### config.mk
export PLATFORM = sky130hd
export DESIGN_NAME = avalon_aes_responder
export DESIGN_NICKNAME = d
export VERILOG_FILES = /design/src/rtl/aes_regs_pkg.sv /design/src/rtl/aes_byte_reg.sv /design/src/rtl/avalon_aes_responder.sv
export SDC_FILE = /design/constraint.sdc
export NUM_CORES = 1
export LEC_CHECK = 0
export CORE_ASPECT_RATIO = 1.5
export CORE_UTILIZATION = 49
export DETAILED_ROUTE_END_ITERATION = 7
export HOLD_SLACK_MARGIN = 0.02
export PLACE_DENSITY = 0.74
export SYNTH_ARGS = -nofsm -noshare
export SYNTH_HDL_FRONTEND = slang
export SYNTH_HIERARCHICAL = 1
export SYNTH_SLANG_ARGS = --single-unit
### constraint.sdc
create_clock -name clk_clk -period 1.9 [get_ports clk_clk]
set_input_delay 0.285 -clock clk_clk [delete_from_list [all_inputs] [get_ports clk_clk]]
set_output_delay 0.285 -clock clk_clk [all_outputs]
set_load 0.02 [all_outputs]
### src/rtl/aes_regs_pkg.sv
// ============================================================================
// Module   : aes_regs_pkg
// Purpose  : Register map, FSM state type and export selectors shared by the
//            AES Avalon-MM responder.
// Revision : 1.0 - initial release
// ============================================================================
`default_nettype none

package aes_regs_pkg;

    localparam logic [3:0] ADDR_KEY0     = 4'd0;
    localparam logic [3:0] ADDR_KEY1     = 4'd1;
    localparam logic [3:0] ADDR_KEY2     = 4'd2;
    localparam logic [3:0] ADDR_KEY3     = 4'd3;
    localparam logic [3:0] ADDR_MSG_EN0  = 4'd4;
    localparam logic [3:0] ADDR_MSG_EN1  = 4'd5;
    localparam logic [3:0] ADDR_MSG_EN2  = 4'd6;
    localparam logic [3:0] ADDR_MSG_EN3  = 4'd7;
    localparam logic [3:0] ADDR_MSG_DE0  = 4'd8;
    localparam logic [3:0] ADDR_MSG_DE1  = 4'd9;
    localparam logic [3:0] ADDR_MSG_DE2  = 4'd10;
    localparam logic [3:0] ADDR_MSG_DE3  = 4'd11;
    localparam logic [3:0] ADDR_RSVD     = 4'd12;
    localparam logic [3:0] ADDR_IRQ_MASK = 4'd13;
    localparam logic [3:0] ADDR_START    = 4'd14;
    localparam logic [3:0] ADDR_DONE     = 4'd15;

    localparam int EXPORT_KEY    = 0;
    localparam int EXPORT_MSG_DE = 1;

    typedef enum logic [1:0] {
        ST_IDLE    = 2'd0,
        ST_LAUNCH  = 2'd1,
        ST_WAIT    = 2'd2,
        ST_CAPTURE = 2'd3
    } aes_state_e;

endpackage

`default_nettype wire

### src/rtl/aes_byte_reg.sv
// ============================================================================
// Module   : aes_byte_reg
// Purpose  : 32-bit register with per-byte write enables, async active-low reset.
// Revision : 1.0 - initial release
// ============================================================================
`default_nettype none

module aes_byte_reg (
    input  logic        clk_i,
    input  logic        rst_ni,
    input  logic        we_i,
    input  logic [3:0]  be_i,
    input  logic [31:0] wdata_i,
    output logic [31:0] q_o
);

    for (genvar b = 0; b < 4; b++) begin : g_lane
        logic [7:0] lane_q;

        always_ff @(posedge clk_i or negedge rst_ni) begin
            if (!rst_ni) begin
                lane_q <= 8'h00;
            end else if (we_i && be_i[b]) begin
                lane_q <= wdata_i[8*b +: 8];
            end
        end

        assign q_o[8*b +: 8] = lane_q;
    end

endmodule

`default_nettype wire

### src/rtl/avalon_aes_responder.sv
// ============================================================================
// Module   : avalon_aes_responder
// Purpose  : Avalon-MM register file and start/done sequencer for an external
//            AES decryption core. Optional IRQ: define AES_IRQ_EN.
// Revision : 1.0 - initial release
// ============================================================================
`default_nettype none

module avalon_aes_responder
    import aes_regs_pkg::*;
#(
    parameter int NUM_REGS   = 16,
    parameter int EXPORT_SEL = EXPORT_KEY
) (
`ifdef AES_IRQ_EN
    output logic         avs_irq,
`endif
    input  logic         clk_clk,
    input  logic         reset_reset_n,
    input  logic         avs_read,
    input  logic         avs_write,
    input  logic         avs_chipselect,
    input  logic [3:0]   avs_address,
    input  logic [3:0]   avs_byteenable,
    input  logic [31:0]  avs_writedata,
    output logic [31:0]  avs_readdata,
    output logic         avs_readdatavalid,
    output logic         aes_start,
    input  logic         aes_done,
    output logic [127:0] aes_key,
    output logic [127:0] aes_msg_enc,
    input  logic [127:0] aes_msg_dec,
    output logic [31:0]  export_data
);

    logic        wr_en;
    logic        rd_en;
    logic [31:0] rw_reg [8];
    logic [31:0] msg_de_q [4];
    logic        start_q;
    logic        start_prev_q;
    logic        done_q;
    logic        launch;
    logic        capture;
    logic [127:0] key_lat_q;
    logic [127:0] msg_lat_q;
    logic [31:0]  readdata_q;
    logic         readdatavalid_q;
    logic [31:0]  rmap [NUM_REGS];
    aes_state_e   state_q;
    aes_state_e   state_d;

    // A write wins over a simultaneous read; the read is simply not issued.
    assign wr_en = avs_chipselect & avs_write;
    assign rd_en = avs_chipselect & avs_read & ~avs_write;

    for (genvar i = 0; i < 8; i++) begin : g_rw_regs
        aes_byte_reg u_reg (
            .clk_i   (clk_clk),
            .rst_ni  (reset_reset_n),
            .we_i    (wr_en && (avs_address == ADDR_KEY0 + 4'(i))),
            .be_i    (avs_byteenable),
            .wdata_i (avs_writedata),
            .q_o     (rw_reg[i])
        );
    end

    always_ff @(posedge clk_clk or negedge reset_reset_n) begin
        if (!reset_reset_n) begin
            state_q      <= ST_IDLE;
            start_q      <= 1'b0;
            start_prev_q <= 1'b0;
            done_q       <= 1'b0;
            key_lat_q    <= '0;
            msg_lat_q    <= '0;
            for (int i = 0; i < 4; i++) msg_de_q[i] <= '0;
        end else begin
            state_q      <= state_d;
            start_prev_q <= start_q;
            if (wr_en && avs_address == ADDR_START && avs_byteenable[0]) begin
                start_q <= avs_writedata[0];
            end
            if (launch) begin
                done_q    <= 1'b0;
                key_lat_q <= {rw_reg[0], rw_reg[1], rw_reg[2], rw_reg[3]};
                msg_lat_q <= {rw_reg[4], rw_reg[5], rw_reg[6], rw_reg[7]};
            end else if (capture) begin
                done_q      <= 1'b1;
                msg_de_q[0] <= aes_msg_dec[127:96];
                msg_de_q[1] <= aes_msg_dec[95:64];
                msg_de_q[2] <= aes_msg_dec[63:32];
                msg_de_q[3] <= aes_msg_dec[31:0];
            end
        end
    end

    // Only a START rising edge seen while idle launches; edges during a run are lost.
    always_comb begin
        state_d   = state_q;
        aes_start = 1'b0;
        launch    = 1'b0;
        capture   = 1'b0;
        case (state_q)
            ST_IDLE: begin
                if (start_q && !start_prev_q) begin
                    state_d = ST_LAUNCH;
                    launch  = 1'b1;
                end
            end
            ST_LAUNCH: begin
                aes_start = 1'b1;
                state_d   = ST_WAIT;
            end
            ST_WAIT: begin
                if (aes_done) state_d = ST_CAPTURE;
            end
            ST_CAPTURE: begin
                capture = 1'b1;
                state_d = ST_IDLE;
            end
            default: state_d = ST_IDLE;
        endcase
    end

    assign aes_key     = (state_q == ST_IDLE) ? {rw_reg[0], rw_reg[1], rw_reg[2], rw_reg[3]} : key_lat_q;
    assign aes_msg_enc = (state_q == ST_IDLE) ? {rw_reg[4], rw_reg[5], rw_reg[6], rw_reg[7]} : msg_lat_q;

`ifdef AES_IRQ_EN
    logic irq_mask_q;
    logic irq_pend_q;

    always_ff @(posedge clk_clk or negedge reset_reset_n) begin
        if (!reset_reset_n) begin
            irq_mask_q <= 1'b0;
            irq_pend_q <= 1'b0;
        end else begin
            if (capture) begin
                irq_pend_q <= 1'b1;
            end else if (wr_en && avs_address == ADDR_DONE) begin
                irq_pend_q <= 1'b0;
            end
            if (wr_en && avs_address == ADDR_IRQ_MASK && avs_byteenable[0]) begin
                irq_mask_q <= avs_writedata[0];
            end
        end
    end

    assign avs_irq = irq_pend_q & irq_mask_q;
`endif

    always_comb begin
        for (int i = 0; i < NUM_REGS; i++) rmap[i] = '0;
        for (int i = 0; i < 8; i++) rmap[ADDR_KEY0 + 4'(i)] = rw_reg[i];
        for (int i = 0; i < 4; i++) rmap[ADDR_MSG_DE0 + 4'(i)] = msg_de_q[i];
        rmap[ADDR_RSVD]  = '0;
        rmap[ADDR_START] = {31'b0, start_q};
        rmap[ADDR_DONE]  = {31'b0, done_q};
`ifdef AES_IRQ_EN
        rmap[ADDR_IRQ_MASK] = {31'b0, irq_mask_q};
`else
        rmap[ADDR_IRQ_MASK] = '0;
`endif
    end

    always_ff @(posedge clk_clk or negedge reset_reset_n) begin
        if (!reset_reset_n) begin
            readdata_q      <= '0;
            readdatavalid_q <= 1'b0;
        end else begin
            readdatavalid_q <= rd_en;
            if (rd_en) readdata_q <= rmap[avs_address];
        end
    end

    assign avs_readdata      = readdata_q;
    assign avs_readdatavalid = readdatavalid_q;

    if (EXPORT_SEL == EXPORT_MSG_DE) begin : g_export_msg_de
        assign export_data = {msg_de_q[0][31:16], msg_de_q[3][15:0]};
    end else begin : g_export_key
        assign export_data = {rw_reg[0][31:16], rw_reg[3][15:0]};
    end

endmodule

`default_nettype wire

==> metrics.yaml, run 1 <==
hold_class: "input pin to async pin"
synth_compound_area_frac: 0.0167
synth_top_family_by_area: "multiplexers"
dp_hpwl_um: 65000
p_per_area_nw_per_um2: 1430
critPathMaxFanout: 20
htree_levels: 3
internal_power_mw: 39.6
tightest_slew_ns: 0.485
fin_nets: 2789
fin_crit_ns: 2.66
avgSynthCellArea_um2: 15.8
start_kind: "flip-flop"
cts.sinks: 678
die_h_um: 310
port_buffers: 495
combPwrFrac: 0.408
dr.pass1.iters: 5
crit_type: "flip-flop to primary output"
grt_max_degree: 80
grt_pass1_vias: 21897
cts_buffers: 68
via_per_inst: 5.82
max-vdd-ir-drop_v: 0.000794
drc: 0
swShare: 0.326
slew_violations: 0
pwr-share-seq: 0.362
max_cap_violations: 0
overflow: 0
num_vias: 20163
final_cell_mix: "mux2_2 (831), dfrtp_1 (677), clkdlybuf4s50_1 (233)"
r2r_start: "state_q[0]$_DFFE_PN0P_"
ys_seq_area_frac: 0.547
die_w_um: 208
finalClockSkew_ns: 0.0326
synthXorXnorAreaFrac: 0
syn2layout_area_growth_pct: 32.3
layout_setup_ws_ns: -0.760
max_slew_margin: 0.676
wl_um: 94500
gp_congestion: 0.837
clk-insertion-delay-late_ns: 0.60
endpoint_kind: "primary output"
pre_cts_slack_ns: -0.569
final_common_cell: "mux2_2"
placed_area_um2: 38200
cp.arrival_ns: 2.38
ys_seq_elements: 678
startpoint: "state_q[0]$_DFFE_PN0P_"
synth_nets: 2141
start_util: 0.498
grt.total_usage: 0.292
cts_buffer_depth: 3
core_um2: 62400
final-setup-viol-count: 549
multi_input_area_um2: 13800
yosys.cell_types.count: 31
synth_simple_gate_area_share: 0.0156
rsz0062_at_grt: "true"
power.switching_mw: 19.1
synthMuxAreaShare: 0.399
critical_path_required_ns: 1.62
hold_viol: 0
antenna_left: 0
cts_tree: "yes"
row_count: 112
ys_warn_count: 6
io-pin-count: 496
final_cell_area_um2: 41100
fin_hold_ws_ns: 0.198
violations: "setup timing"
status: "finished with violations"
fmax_mhz: 376
root_buffer: "clkbuf_16"
tns_ns: -211.89
first_iter_violations: 1219
finalCritPeriodShare: 1.40
power.total_mw: 58.7
p_leak_nw: 19.7
antenna_found_initial: 12
wl_per_cell_um: 27.3
netlist_area_um2: 31000
synth_fa_ha_area_frac: 0.00202
seqCellArea_um2: 17000
die_area_um2: 64400
drive_above_1_share: 0.564
grt_first_pass_wirelength_um: 140000
clkTransAtPathRegs_ns: 0.07
pwr-share-clk: 0.230
synthCells: 1962
fillers: 4551
[power groups by stage]
stage	sequential, mW	clock, mW	combinational [mW]
detailed placement	21.4	0	23.1
global route	21.8	14.3	25.1
finish	21.3	13.5	23.9
floorplan	20.7	0	13.4
CTS	21.2	13.7	23.1
global placement	21.1	0	22.7
[worst max-delay path, cell delays in order (launching register included)]
cell and delay, ns:
dfrtp_1 0.40, inv_2 0.08, ha_4 0.21, buf_12 0.18, buf_12 0.18, mux2_2 0.37, dlygate4sd2_1 0.33
[cell usage after synthesis]
master	count	area, um^2
mux2_2	897	10100
dfrtp_1	678	17000
buf_2	83	415
mux4_2	64	1440
a22oi_1	61	458
nand2_1	33	124
nand2_2	32	200
mux4_1	28	736
buf_6	11	124
clkbuf_1	11	41.3
mux2i_1	9	90.1
nor2_1	9	33.8
nor3_1	7	35.0
inv_1	6	22.5
ha_1	5	62.6
buf_4	4	30.0
nand2b_1	4	25.0
nand3_1	4	20.0
nor4_1	3	18.8
a21oi_1	2	10.0
a21boi_0	1	7.51
a311oi_1	1	8.76
mux2_1	1	11.3
nand3b_1	1	7.51
nor3b_1	1	7.51
o211ai_1	1	7.51
o21a_1	1	7.51
o32a_1	1	10.0
o32ai_1	1	8.76
or2_2	1	6.26
or3_1	1	6.26
[sequential cells by signal (all words and copies together) (netlist names)]
signal                         count
avs_readdatavalid                  1
g_rw_regs.u_reg/g_lane.lane_q    256
state_q                            2
msg_lat_q                        128
start_q                            1
start_prev_q                       1
avs_readdata                      32
msg_de_q                         128
done_q                             1
key_lat_q                        128
[layout make-up]
| class | instances | share of cell area |
|---|---|---|
| Inverter | 6 | 0.000548 |
| Clock inverter | 15 | 0.00509 |
| Sequential cell | 678 | 0.413 |
| Antenna cell | 7 | 0.000426 |
| Multi-Input combinational cell | 1169 | 0.335 |
| Timing Repair Buffer | 687 | 0.173 |
| Clock buffer | 102 | 0.0485 |
| Tap cell | 798 | 0.0243 |
[cells by family after synthesis]
| group | Yosys count |
|---|---|
| muxes | 999 |
| adders and majority gates | 5 |
| AOI/OAI and AO/OA | 69 |
| and+or+nand+nor | 96 |
| DFF | 678 |
| buffers and inverters | 115 |
[path summary, 6_finish.rpt]
path,slack (ns),cells past startpoint,endpoint
hold / removal,0.20,2,msg_lat_q[37]$_DFFE_PN0P_
setup reg to reg,-0.25,10,msg_lat_q[97]$_DFFE_PN0P_
max in group asynchronous,0.84,4,g_rw_regs[0].u_reg/g_lane[1].lane_q[7]$_DFFE_PN0P_
hold reg to reg,0.50,1,done_q$_DFFE_PN0P_
setup / recovery,-0.76,6,aes_key[103]
min in group clk_clk,0.25,4,avs_readdata[9]$_DFFE_PN0P_
[timing repair]
action | 4_1_cts | 5_1_grt
setup endpoints to repair | 555 | 571
hold buffers | 1 | 0
gates resized for setup | 667 | 273
pin swaps | 1 | 0
cloned | 3 | 10
hold endpoints to repair | 56 | 0
buffers inserted | 17 | 14
[metal layers]
metal	routed length, um	GRT usage	up-vias
li1	-	-	8641
met1	36800	0.353	10649
met2	48800	0.505	690
met3	5450	0.0617	173
met4	3430	0.129	10
met5	64	0	-
[per-stage QoR]
step	utilization	cells
2_1_floorplan	-	1962
3_3_place_gp	0.613	3295
3_5_place_dp	0.613	3295
4_1_cts	0.651	3432
5_1_grt	0.659	3462
6_report	0.659	3462
Power figures use the tool's default switching activity.
==> run 2: changes to the inputs <==
--- a/config.mk
+++ b/config.mk
@@ -10,6 +10,7 @@
 export DETAILED_ROUTE_END_ITERATION = 7
 export HOLD_SLACK_MARGIN = 0.02
 export PLACE_DENSITY = 0.74
+export SLEW_MARGIN = 40
 export SYNTH_ARGS = -nofsm -noshare
 export SYNTH_HDL_FRONTEND = slang
 export SYNTH_HIERARCHICAL = 1
==> results of run 2 <==
No change in the layout: final DEF, timing and power equal those of run 1.
==> run 3: changes to the inputs <==
--- a/config.mk
+++ b/config.mk
@@ -10,6 +10,7 @@
 export DETAILED_ROUTE_END_ITERATION = 7
 export HOLD_SLACK_MARGIN = 0.02
 export PLACE_DENSITY = 0.74
+export RECOVER_POWER = 25
 export SLEW_MARGIN = 40
 export SYNTH_ARGS = -nofsm -noshare
 export SYNTH_HDL_FRONTEND = slang
==> metrics.yaml, run 3 (same netlist as run 1, synthesis figures left out) <==
status: "finished with violations"
violations: "setup timing"
p_leak_nw: 19.7
internal_power_mw: 39.6
antenna_found_initial: 12
clk-insertion-delay-late_ns: 0.60
die_h_um: 310
p_per_area_nw_per_um2: 1430
tightest_slew_ns: 1.39
core_um2: 62400
grt_max_degree: 80
antenna_left: 0
io-pin-count: 496
critPathMaxFanout: 20
clkTransAtPathRegs_ns: 0.07
port_buffers: 495
pwr-share-clk: 0.230
max-vdd-ir-drop_v: 0.000795
regMostFlops: "g_rw_regs.u_reg/g_lane.lane_q"
die_area_um2: 64400
hold_class: "input pin to flip-flop"
finalClockSkew_ns: 0.0333
power.total_mw: 58.7
fin_crit_ns: 2.66
reg2regPathDepth: 10
combPwrFrac: 0.408
crit_type: "flip-flop to primary output"
cts.sinks: 678
row_count: 112
num_vias: 20230
largest_reg_flops: 256
grt_first_pass_wirelength_um: 140000
via_per_inst: 5.84
final-setup-viol-count: 560
overflow: 0
start_kind: "flip-flop"
root_buffer: "clkbuf_16"
dp_hpwl_um: 65000
cts_tree: "yes"
swShare: 0.326
final_common_cell: "mux2_2"
final_cell_area_um2: 41000
wl_um: 94500
placed_area_um2: 38200
grt_pass1_vias: 21897
dr.pass1.iters: 5
cts_buffer_depth: 3
cts_buffers: 68
max_cap_violations: 0
wl_per_cell_um: 27.3
first_iter_violations: 1156
drc: 0
drive_above_1_share: 0.564
die_w_um: 208
pwr-share-seq: 0.363
max_slew_margin: 0.0741
fmax_mhz: 376
critical_path_required_ns: 1.62
holdPathStages: 4
start_util: 0.498
power.switching_mw: 19.1
tns_ns: -211.37
finalCritPeriodShare: 1.40
slew_violations: 0
syn2layout_area_growth_pct: 32.2
layout_setup_ws_ns: -0.760
grt.total_usage: 0.292
final_cell_mix: "mux2_2 (831), dfrtp_1 (677), clkdlybuf4s50_1 (232)"
hold_viol: 0
fin_nets: 2789
gp_congestion: 0.837
endpoint_kind: "primary output"
htree_levels: 3
rsz0062_at_grt: "true"
cp.arrival_ns: 2.37
-- run 3: cell count changes in the layout (fill, tap and decap cells not counted) --
cell             change
buf_12               -4
buf_2                +1
buf_4                -5
buf_6                +3
buf_8                -1
clkbuf_2             +4
clkbuf_4             +1
clkbuf_8             +1
clkdlybuf4s50_1      -1
dlygate4sd3_1        +1
-- run 3: stage by stage --
step	std cells	hold slack (ns)	util	worst slack [ns]
after CTS	3432	0.198	0.651	-0.812
final	3462	0.253	0.658	-0.760
after floorplan	1962	-0.0106	-	0.00370
after global placement	3295	0.239	0.613	-0.544
after global routing	3462	0.254	0.658	-0.823
after detailed placement	3295	0.233	0.613	-0.569
-- run 3: worst paths after layout --
path,endpoint,start,slack [ns]
setup / recovery,aes_msg_enc[103],state_q[0]$_DFFE_PN0P_,-0.76
hold / removal,avs_readdata[9]$_DFFE_PN0P_,avs_address[1],0.25
setup reg to reg,key_lat_q[93]$_DFFE_PN0P_,state_q[0]$_DFFE_PN0P_,-0.25
hold reg to reg,done_q$_DFFE_PN0P_,done_q$_DFFE_PN0P_,0.50
max in group asynchronous,g_rw_regs[0].u_reg/g_lane[1].lane_q[7]$_DFFE_PN0P_,reset_reset_n,0.04
min in group asynchronous,msg_lat_q[37]$_DFFE_PN0P_,reset_reset_n,0.54
-- run 3: worst max-delay path, stage by stage, from the launching register on --
cell and delay [ns]:
dfrtp_1 0.40, inv_2 0.08, ha_4 0.21, buf_12 0.18
buf_12 0.18, mux2_2 0.37, dlygate4sd2_1 0.32
-- run 3: layout make-up --
cell class	instances	area (um^2)
clock inverter	15	209
multi-input combinational	1169	13800
clock buffer	102	1990
sequential	678	17000
timing repair buffer	687	7050
fill	4553	21300
antenna	7	17.5
tap	798	998
inverter	6	22.5
-- run 3: metal layers --
| metal | track usage | wire (um) | up-vias | part of all wire |
|---|---|---|---|---|
| met1 | 0.353 | 36800 | 10740 | 0.39 |
| met2 | 0.505 | 48700 | 664 | 0.52 |
| met5 | 0 | 64 | - | 0.00068 |
| li1 | - | - | 8639 | - |
| met3 | 0.0617 | 5410 | 177 | 0.057 |
| met4 | 0.129 | 3460 | 10 | 0.037 |
-- run 3: timing repair --
action                                  CTS  global route
cloned                                    3            10
setup buffers                            17            14
pin swaps                                 1             0
resized for setup                       667           273
endpoints found under the setup margin  555           571
hold buffers                              1             0
endpoints found under the hold margin    56             0
-- run 3: power groups by stage --
stage / registers [mW] / logic [mW] / clock network [mW]
2_1_floorplan: 20.7 / 13.4 / 0
3_3_place_gp: 21.1 / 22.7 / 0
3_5_place_dp: 21.4 / 23.1 / 0
4_1_cts: 21.2 / 23.1 / 13.7
5_1_grt: 21.8 / 25.1 / 14.3
6_report: 21.3 / 23.9 / 13.5
